**config.mk**
```make
export PLATFORM = sky130hd
export DESIGN_NAME = seg_display_driver
export DESIGN_NICKNAME = d
export VERILOG_FILES = /design/src/rtl/seg_display_pkg.sv /design/src/rtl/seg_display_driver_decoder.sv /design/src/rtl/seg_display_driver.sv
export SDC_FILE = /design/constraint.sdc
export NUM_CORES = 1
export LEC_CHECK = 0
export ABC_CLOCK_PERIOD_IN_PS = 5960
export CAP_MARGIN = 20
export CORE_MARGIN = 2
export CORE_UTILIZATION = 60
export DETAILED_ROUTE_END_ITERATION = 12
export GPL_ROUTABILITY_DRIVEN = 0
export PLACE_DENSITY = 0.95
export REMOVE_ABC_BUFFERS = 1
export SYNTH_ARGS = -nofsm -noshare
export SYNTH_HDL_FRONTEND = slang
export SYNTH_SLANG_ARGS = --single-unit
```
**constraint.sdc**
```tcl
create_clock -name clkin -period 5.96 [get_ports clkin]
set_input_delay 1.788 -clock clkin [delete_from_list [all_inputs] [get_ports clkin]]
set_output_delay 1.788 -clock clkin [all_outputs]
set_load 0.01 [all_outputs]
```
**src/rtl/seg_display_pkg.sv**
```systemverilog
// Shared constants for the seven-segment display driver: digit count,
// blank/off patterns and the active-low {g,f,e,d,c,b,a} glyphs for 0..F.
package seg_display_pkg;

    localparam int NUM_DIGITS = 4;

    localparam logic [6:0] SEG_BLANK = 7'b1111111;
    localparam logic [3:0] ANODE_OFF = 4'b1111;

    localparam logic [6:0] SEG_0 = 7'b1000000;
    localparam logic [6:0] SEG_1 = 7'b1111001;
    localparam logic [6:0] SEG_2 = 7'b0100100;
    localparam logic [6:0] SEG_3 = 7'b0110000;
    localparam logic [6:0] SEG_4 = 7'b0011001;
    localparam logic [6:0] SEG_5 = 7'b0010010;
    localparam logic [6:0] SEG_6 = 7'b0000010;
    localparam logic [6:0] SEG_7 = 7'b1111000;
    localparam logic [6:0] SEG_8 = 7'b0000000;
    localparam logic [6:0] SEG_9 = 7'b0010000;
    localparam logic [6:0] SEG_A = 7'b0001000;
    localparam logic [6:0] SEG_B = 7'b0000011;
    localparam logic [6:0] SEG_C = 7'b1000110;
    localparam logic [6:0] SEG_D = 7'b0100001;
    localparam logic [6:0] SEG_E = 7'b0000110;
    localparam logic [6:0] SEG_F = 7'b0001110;

endpackage

```
**src/rtl/seg_display_driver_decoder.sv**
```systemverilog
// hex_seg_decoder: combinational nibble to active-low seven-segment cathode pattern.
module hex_seg_decoder
    import seg_display_pkg::*;
(
    input  logic [3:0] nibble,
    output logic [6:0] segments
);

    always_comb begin
        segments = SEG_BLANK;
        case (nibble)
            4'h0: segments = SEG_0;
            4'h1: segments = SEG_1;
            4'h2: segments = SEG_2;
            4'h3: segments = SEG_3;
            4'h4: segments = SEG_4;
            4'h5: segments = SEG_5;
            4'h6: segments = SEG_6;
            4'h7: segments = SEG_7;
            4'h8: segments = SEG_8;
            4'h9: segments = SEG_9;
            4'hA: segments = SEG_A;
            4'hB: segments = SEG_B;
            4'hC: segments = SEG_C;
            4'hD: segments = SEG_D;
            4'hE: segments = SEG_E;
            4'hF: segments = SEG_F;
            default: segments = SEG_BLANK;
        endcase
    end

endmodule

```
**src/rtl/seg_display_driver.sv**
```systemverilog
// Four-digit multiplexed hex display driver with frame-aligned double buffering.
// Optional leading-zero blanking is enabled by defining SEG_LEADING_ZERO_BLANK_EN.
module seg_display_driver
    import seg_display_pkg::*;
#(
    parameter int REFRESH_DIV = 100000
) (
    input  logic        clkin,
    input  logic        reset,
    input  logic [15:0] din,
    input  logic        din_valid,
    output logic [3:0]  anode,
    output logic [6:0]  cathode,
    output logic        update_pending,
    output logic        frame_done
);

    localparam int PRE_W = (REFRESH_DIV > 2) ? $clog2(REFRESH_DIV) : 1;
    localparam logic [PRE_W-1:0] PRE_LAST  = PRE_W'(REFRESH_DIV - 1);
    localparam logic [1:0]       LAST_DIGIT = 2'(NUM_DIGITS - 1);

    logic [PRE_W-1:0] prescaler_reg;
    logic [1:0]       digit_reg;
    logic [15:0]      shadow_reg;
    logic [15:0]      display_reg;
    logic             pending_reg;

    logic       tick;
    logic       frame_edge;
    logic [3:0] cur_nibble;
    logic [6:0] seg_next;
    logic       blank;
    logic [3:0] anode_next;
    logic [6:0] cathode_next;

    assign tick       = (prescaler_reg == PRE_LAST);
    assign frame_edge = tick && (digit_reg == LAST_DIGIT);

    always_comb begin
        cur_nibble = display_reg[3:0];
        case (digit_reg)
            2'd0: cur_nibble = display_reg[3:0];
            2'd1: cur_nibble = display_reg[7:4];
            2'd2: cur_nibble = display_reg[11:8];
            2'd3: cur_nibble = display_reg[15:12];
            default: cur_nibble = display_reg[3:0];
        endcase
    end

    hex_seg_decoder u_decoder (
        .nibble   (cur_nibble),
        .segments (seg_next)
    );

`ifdef SEG_LEADING_ZERO_BLANK_EN
    // A digit is dark when it and every nibble above it are zero; digit 0 always lights.
    always_comb begin
        blank = 1'b0;
        case (digit_reg)
            2'd1: blank = (display_reg[15:4] == 12'h000);
            2'd2: blank = (display_reg[15:8] == 8'h00);
            2'd3: blank = (display_reg[15:12] == 4'h0);
            default: blank = 1'b0;
        endcase
    end
`else
    assign blank = 1'b0;
`endif

    assign anode_next   = blank ? ANODE_OFF : ~(4'b0001 << digit_reg);
    assign cathode_next = blank ? SEG_BLANK : seg_next;

    always_ff @(posedge clkin or negedge reset) begin
        if (!reset) begin
            prescaler_reg <= '0;
            digit_reg     <= 2'd0;
            shadow_reg    <= 16'h0000;
            display_reg   <= 16'h0000;
            pending_reg   <= 1'b0;
            anode         <= ANODE_OFF;
            cathode       <= SEG_BLANK;
            frame_done    <= 1'b0;
        end else begin
            prescaler_reg <= tick ? '0 : prescaler_reg + 1'b1;
            if (tick) begin
                digit_reg <= digit_reg + 2'd1;
            end

            // A strobe on the frame edge wins for pending; display still takes the old shadow.
            if (frame_edge && pending_reg) begin
                display_reg <= shadow_reg;
            end
            if (din_valid) begin
                shadow_reg  <= din;
                pending_reg <= 1'b1;
            end else if (frame_edge) begin
                pending_reg <= 1'b0;
            end

            frame_done <= frame_edge;
            anode      <= anode_next;
            cathode    <= cathode_next;
        end
    end

    assign update_pending = pending_reg;

endmodule

```
After elaboration in Yosys (flattened, before gate mapping):

Memories as Yosys holds them, arrays and structs flattened. A register that Yosys moved wholly into a read port is not among the register bits.
Index checks and enable logic that the tools add are counted.

* bitwise operators: 1
* eq/ne operators: 4
* add/subtract/negate cells: 2
* mux-type cells: 4
* reductions and logical operators: 5
* shift-type cells: 1

Operators by type and width (number)
* adder 17 x 1 -> 17 bit (second input constant): 1
* equality test 17 bit (second input constant): 1
* two-way mux 17 bit: 1
* case mux 4 bit (4 select lines): 1
* equality test 2 bit (second input constant): 2
* NOT 4 bit: 1
* left shift 1 x 2 -> 4 bit (first input constant): 1
* adder 2 x 1 -> 2 bit (second input constant): 1
* equality test 2 x 1 -> 1 bit (second input constant): 1
* logical AND 1 bit: 2
* zero test 2 bit: 1
* two-way mux 1 bit: 2
* nonzero test 2 bit: 1
* zero test 1 bit: 1

* output and inout port bits: 13
* flip-flop bits (word level): 57
* memory bits (read-only): 112
* memories kept: 1
* input bits: 19

Memories
* (name not given): depth 16, bits a word 7, read ports 1, clocked after Yosys merged registers in 1, write ports 0, RTL line seg_display_driver_decoder.sv:11 `case (nibble)`

Logic depth before layout (Yosys ltp):

Gate-level depths: netlist of run 1.

* depth in word-level cells: 4
* depth in mapped cells: 9
* depth with buffers taken out: 9

Modules after synthesis:

A second synthesis of run 1 with hierarchy kept.

* cells, all modules: 225
* area, all modules: 2955.3 sq um

Modules (own cells, without submodules)
* seg_display_driver: cells each 193, instances 1, area each 2680.1 sq um, sequential area each 1615.3 sq um
* hex_seg_decoder: cells each 32, instances 1, area each 275.3 sq um, sequential area each 0.0 sq um

Least setup slack after synthesis of run 1:

OpenSTA, ideal clock, no wires.

* path kind: input to register
* start: in din_valid
* end: reg shadow_reg[0]
* slack: 3.071 ns
* required time: 5.835 ns
* stages: 3
* arrival: 2.765 ns
* path through: clkbuf_1 > clkbuf_1 > mux2_2

RTL lines
* start: declaration: RTL line seg_display_driver.sv:11 `input logic din_valid,`
* end signal: assignment: RTL line seg_display_driver.sv:94 `shadow_reg <= din;`
* end: declaration: RTL line seg_display_driver.sv:24 `logic [15:0] shadow_reg;`

No word-level cell between the ends.

Worst setup path after layout of run 1:

* start: reg anode[0]
* end: out anode[0]

RTL lines
* start: declaration: RTL line seg_display_driver.sv:12 `output logic [3:0] anode,`
* start signal: assignment: RTL line seg_display_driver.sv:101 `anode <= anode_next;`

No word-level cell between the ends.

==> key figures, run 1 <==
Status
  • Outcome: completed

CTS
  • H-Tree Depth: 3
  • Post-cts resize count: 0
  • Setup Fix Bufs, Post-CTS: 0
  • Clock root cell: clkbuf_8
  • TritonCTS clock tree: done
  • Total CTS buffers: 9
  • Worst-path clk slew: 70 ps
  • Hold buffers post-CTS: 0
  • Clk_lat worst skew: roughly 340 ps
  • Clk sink count: 64
  • CTS max path bufs: 2

Synthesis
  • Top cells by count, synth: dfrtp_1, mux2_2, inv_1
  • Yosys warns: 0
  • Average cell area after synthesis: 12.8 µm²
  • Main combinational cell family by area after synthesis: multiplexers
  • Mapped Cells: 225
  • Synth Cell Area: 2890 µm²
  • Synth top area share: 0.460
  • Compound-cell area share of the yosys netlist: 0.0399
  • Post-synthesis sequential element count: 64
  • Leading area contributor after synthesis: dfrtp_1
  • Synth area leaders: dfrtp_1, dfstp_2, mux2_2
  • Xor/xnor share of the synthesized area: 0.0455
  • Count leader, synth: dfrtp_1
  • Asr flop ratio synth: 1.00
  • Ys flop type: dfrtp_1
  • Post-synth EDFFs: 0
  • Synth Area in Adders: 0.0520
  • Synth Area in Simple Gates: 0.0989
  • Register area share after synthesis: 0.560
  • Post-synthesis cell type count: 35
  • Mux cell area share after synthesis: 0.167

Floorplanning
  • Width of the die: 73.3 µm
  • Core area: 4690 µm²
  • Count of boundary I/O pins: 32
  • Chip Height: 73.3 µm
  • Die area: 5380 µm²
  • Row count: 25
  • Initial Util: 0.615

STA
  • Slew of the pin with the lowest slew margin: 812 ps
  • F_max: roughly 310 MHz
  • Worst hold margin: 488 ps
  • Clock Skew: 9.62 ps
  • Final worst-path cycle share: 0.534
  • RSZ-0062 raised after global routing: no
  • Worst slew margin: 0.459
  • Fin. max-slew vios: 0
  • Final Hold Fails: 0
  • Final min period: 3180 ps
  • Setup TNS: 0 ps
  • # setup viols final: 0

Critical path
  • WP data arrival: 1400 ps
  • CP max-delay cell: dfstp_2
  • CP bufs+invs: 1
  • Max FO, Critical Path: 1
  • WS Path Type: reg -> out
  • Crit. End Element: output port
  • RR Startpoint: prescaler_reg[5]
  • CP max stage delay: 530 ps
  • CP top delay family: flip-flops
  • R2r setup slk: 3020 ps
  • FF-to-FF End: display_reg[13]
  • R2R cell count: 4
  • CP Cell Sequence: clkdlybuf4s50_1
  • CP Launch Type: flop
  • Critical path required time: 4170 ps

Route
  • Antenna Nets Post-Route: 0
  • Routed wire length: about 5200 µm
  • Vias: between 1500 and 2000
  • Routed vias/inst: around 5.8
  • TritonRoute pass-1 iters: 4
  • DRC viols: 0
  • DRT iter0 DRCs: about 110
  • Routed length per placed instance: 16.3 µm

Finish
  • Post-route cell area: approximately 3400 µm²
  • Antenna Cells: 0
  • Share of layout cells above drive strength 1: 0.192
  • P&R area growth vs syn: 18.6%
  • Max FFs per register: 17
  • Final std cells w/o fill: 320
  • Nets: 293

Hold path
  • Hold path depth: 1
  • Hold Crit Start: shadow_reg[2]
  • Hold Path Sink: display_reg[2]
  • HP Class: reg -> reg

Flow run
  • Max-cap violations: 0

Global routing
  • First-pass GRT wire length: slightly below 9000 µm
  • Total global-route track usage: 0.220
  • Pin count of the biggest net entering global routing: 65
  • Grt total ovfl: 0
  • Vias in the first global route: 1881
  • Initial antenna violation count: 0

Place
  • Placed Area: 3230 µm²
  • DP HPWL: 3570 µm
  • I/O Buffers: 31
  • Inst Count DP: 304

Power
  • Maximum vdd drop: 176 µV
  • Final Power: 0.000846 W
  • Total leakage power: 1.57 nW
  • P per Cell Area: 247 nW/µm²
==> power breakdown <==
| group | internal (W) | switching [W] |
|---|---|---|
| sequential | 0.000446 | 0.00000642 |
| clock | 0.000200 | 0.000160 |
| combinational | 0.0000201 | 0.0000138 |
| total | 0.000666 | 0.000180 |
==> per-layer routing <==
| layer | global-route usage | vias to the layer above | part of all wire |
|---|---|---|---|
| met5 | 0 | - | 0 |
| met4 | 0.135 | 0 | 0.023 |
| met3 | 0.0494 | 12 | 0.044 |
| met2 | 0.355 | 41 | 0.51 |
| met1 | 0.269 | 932 | 0.42 |
| li1 | - | 858 | - |
==> worst max-delay path by stage <==
stage	cells after the start	slack [ps]	endpoint	startpoint
final	1	2780	anode[0]	anode[0]
after detailed placement	2	2660	shadow_reg[13]	din_valid
after CTS	1	2760	anode[3]	anode[3]
after floorplan	4	3420	display_reg[1]	prescaler_reg[5]
after global placement	2	2690	shadow_reg[3]	din_valid
after global routing	1	2740	anode[0]	anode[0]
==> logic make-up (layout without fill, tap and decap cells) <==
kind of cell,Yosys count,in the layout
AND/OR/NAND/NOR,49,49
XOR/XNOR,15,15
multiplexers,44,44
flip-flops,64,64
buffers and inverters,25,66
adder cells (fa/ha/maj),12,12
AO/OA/AOI/OAI,16,16
==> cell usage in the layout (no fill, tap or decap), types with 2 or more instances in the layout <==
cell type	n
xor2_1	4
nand3_1	8
buf_4	2
dfrtp_1	53
or2_2	2
a222oi_1	3
mux2_2	19
and3_1	6
dfstp_2	11
clkinv_2	3
o31ai_1	2
nor2_1	11
xnor2_1	11
clkdlybuf4s50_1	30
mux2i_1	10
o22ai_1	4
mux2_1	15
clkbuf_8	10
nand4_1	3
o21ai_0	2
nand2_1	7
or4_1	3
nor3_1	2
ha_1	12
inv_1	18
a21oi_1	2
==> final cells by class <==
| type | instances | area (µm²) |
|---|---|---|
| Sequential cell | 64 | 1620 |
| Clock inverter | 4 | 45.0 |
| Multi-Input combinational cell | 136 | 1160 |
| Tap cell | 54 | 67.6 |
| Timing Repair Buffer | 33 | 320 |
| Inverter | 18 | 67.6 |
| Clock buffer | 11 | 141 |
| Fill cell | 302 | 1270 |
==> metrics by stage <==
step	worst slack, ps	utilization
after global placement	2690	0.688
after floorplan	3420	-
after global routing	2740	0.729
after detailed placement	2660	0.688
final	2780	0.729
after CTS	2760	0.728
(Power assumes the default switching activity.)
==> run 2, diff against run 1 <==
- ABC_CLOCK_PERIOD_IN_PS: 5960 -> 3200
- CORE_UTILIZATION: 60 -> 56
- PLACE_DENSITY: 0.95 -> 0.9
- clock period: 5.96 -> 3.2 ns (I/O delays scaled with it)
==> key figures, run 2 (synthesis gave the netlist of run 1 again) <==
Route
  • Routed vias/inst: approximately 5.5
  • DRT iter0 DRCs: 135
  • Antenna Nets Post-Route: 0
  • TritonRoute pass-1 iters: 5
  • DRC viols: 0
  • Routed length per placed instance: between 15 and 20 µm
  • Vias: around 1900
  • Routed wire length: 5200 µm

CTS
  • Worst-path clk slew: 70 ps
  • Clk_lat worst skew: 350 ps
  • Setup Fix Bufs, Post-CTS: 0
  • Clock root cell: clkbuf_8
  • TritonCTS clock tree: done
  • H-Tree Depth: 3
  • Post-cts resize count: 0
  • Total CTS buffers: 9
  • Hold buffers post-CTS: 0
  • CTS max path bufs: 2
  • Clk sink count: 64

Power
  • Clk pwr share: 0.477
  • Switch share: 0.202
  • P_int: 0.00138 W
  • Total leakage power: 1.61 nW
  • Reg power frac: 0.485
  • P per Cell Area: 493 nW/µm²
  • Net Sw Power: 0.000350 W
  • Comb power frac: 0.038
  • Maximum vdd drop: around 270 µV

Floorplanning
  • Die area: ~5700 µm²
  • Initial Util: 0.572
  • Chip Height: 75.8 µm
  • Count of boundary I/O pins: 32
  • Core area: 5040 µm²
  • Width of the die: 75.8 µm
  • Row count: 26

Critical path
  • Critical path required time: 3430 ps
  • CP Launch Type: flop
  • WS Path Type: reg -> reg
  • R2r setup slk: 750 ps
  • WP data arrival: 2670 ps
  • Critical path launch point: prescaler_reg[5]
  • RR Startpoint: prescaler_reg[5]
  • Max FO, Critical Path: 9
  • Crit. End Element: flop

Finish
  • Antenna Cells: 0
  • Post-route cell area: about 3500 µm²
  • Multi-input logic area: 1160 µm²
  • Filler cell count: 353
  • Register area: between 1500 and 2000 µm²
  • Commonest cells after routing, fill and taps aside: dfrtp_1, clkdlybuf4s50_1, mux2_2, inv_1, mux2_1
  • Most common cell after layout, fill and taps aside: dfrtp_1
  • Nets: 295
  • P&R area growth vs syn: 21.9%
  • Share of layout cells above drive strength 1: 0.201
  • Max FFs per register: 17

STA
  • Final min period: 2450 ps
  • RSZ-0062 raised after global routing: no
  • Worst slew margin: 0.488
  • Clock Skew: 13.2 ps
  • F_max: 408 MHz
  • # setup viols final: 0
  • Setup TNS: 0 ps
  • Slew of the pin with the lowest slew margin: ~770 ps
  • Worst hold margin: 489 ps
  • Fin. max-slew vios: 0
  • Final Hold Fails: 0
  • Final worst-path cycle share: 0.765

Global routing
  • First-pass GRT wire length: about 9000 µm
  • Initial antenna violation count: 0
  • Most Used Layer, Global Route: met2
  • Grt met2 use: 0.361
  • Vias in the first global route: 1867
  • GRT met1 Usage: 0.267
  • Total global-route track usage: 0.222
  • Pin count of the biggest net entering global routing: 38
  • Met3 usage: 0.0688
  • Grt total ovfl: 0

Hold path
  • HP Class: reg -> reg
  • Hold Crit Start: shadow_reg[4]

Status
  • Outcome: completed

Place
  • DP HPWL: 3620 µm
  • Placed Area: 3280 µm²
  • I/O Buffers: 31

Flow run
  • Max-cap violations: 0
run 2: cell count changes in the layout (fill, tap and decap cells not counted), sizes merged:
cell / previous run / this run
buf: 3 / 5
bufinv: 1 / 3
clkbuf: 11 / 10
clkinv: 3 / 2
clkinvlp: 0 / 1
run 2: stage by stage:
step | utilization | std cells | total power [W] | setup slack [ps]
2_1_floorplan | - | 218 | 0.000873 | 657
3_3_place_gp | 0.651 | 323 | 0.000919 | 750
3_5_place_dp | 0.651 | 323 | 0.000922 | 719
4_1_cts | 0.698 | 339 | 0.00175 | 747
5_1_grt | 0.698 | 339 | 0.00180 | 632
6_report | 0.698 | 339 | 0.00173 | 751
run 2: worst max-delay path: stages (launching register included):
cell	delay (ps)
dfrtp_1	410
or4b_4	570
nor4_4	290
and3_1	450
buf_4	260
mux2_1	340
run 2: path summary, 6_finish.rpt:
kind | endpoint | cells past startpoint
worst min-delay path | display_reg[4] | 1
worst max register to register | display_reg[7] | 5
worst min register to register | display_reg[4] | 1
worst max-delay path | display_reg[7] | 5
max in group asynchronous | anode[1] | 2
min in group asynchronous | prescaler_reg[16] | 1
run 2: power by group through the flow:
stage	Sequential, W	Combinational (W)	Clock (W)
4_1_cts	0.000840	0.0000679	0.000846
3_3_place_gp	0.000854	0.0000649	0
3_5_place_dp	0.000855	0.0000675	0
2_1_floorplan	0.000851	0.0000216	0
6_report	0.000840	0.0000659	0.000827
5_1_grt	0.000842	0.0000736	0.000883
run 2: per-layer routing:
layer / vias to the layer above / part of all wire
met5: - / 0
met3: 10 / 0.047
met2: 58 / 0.51
li1: 859 / -
met4: 0 / 0.020
met1: 924 / 0.42
run 2: area by class of cell:
type | instances | area share
Timing Repair Buffer | 35 | 0.0989
Multi-Input combinational cell | 136 | 0.331
Sequential cell | 64 | 0.459
Clock buffer | 10 | 0.0363
Inverter | 18 | 0.0192
Tap cell | 70 | 0.0249
Clock inverter | 6 | 0.0306
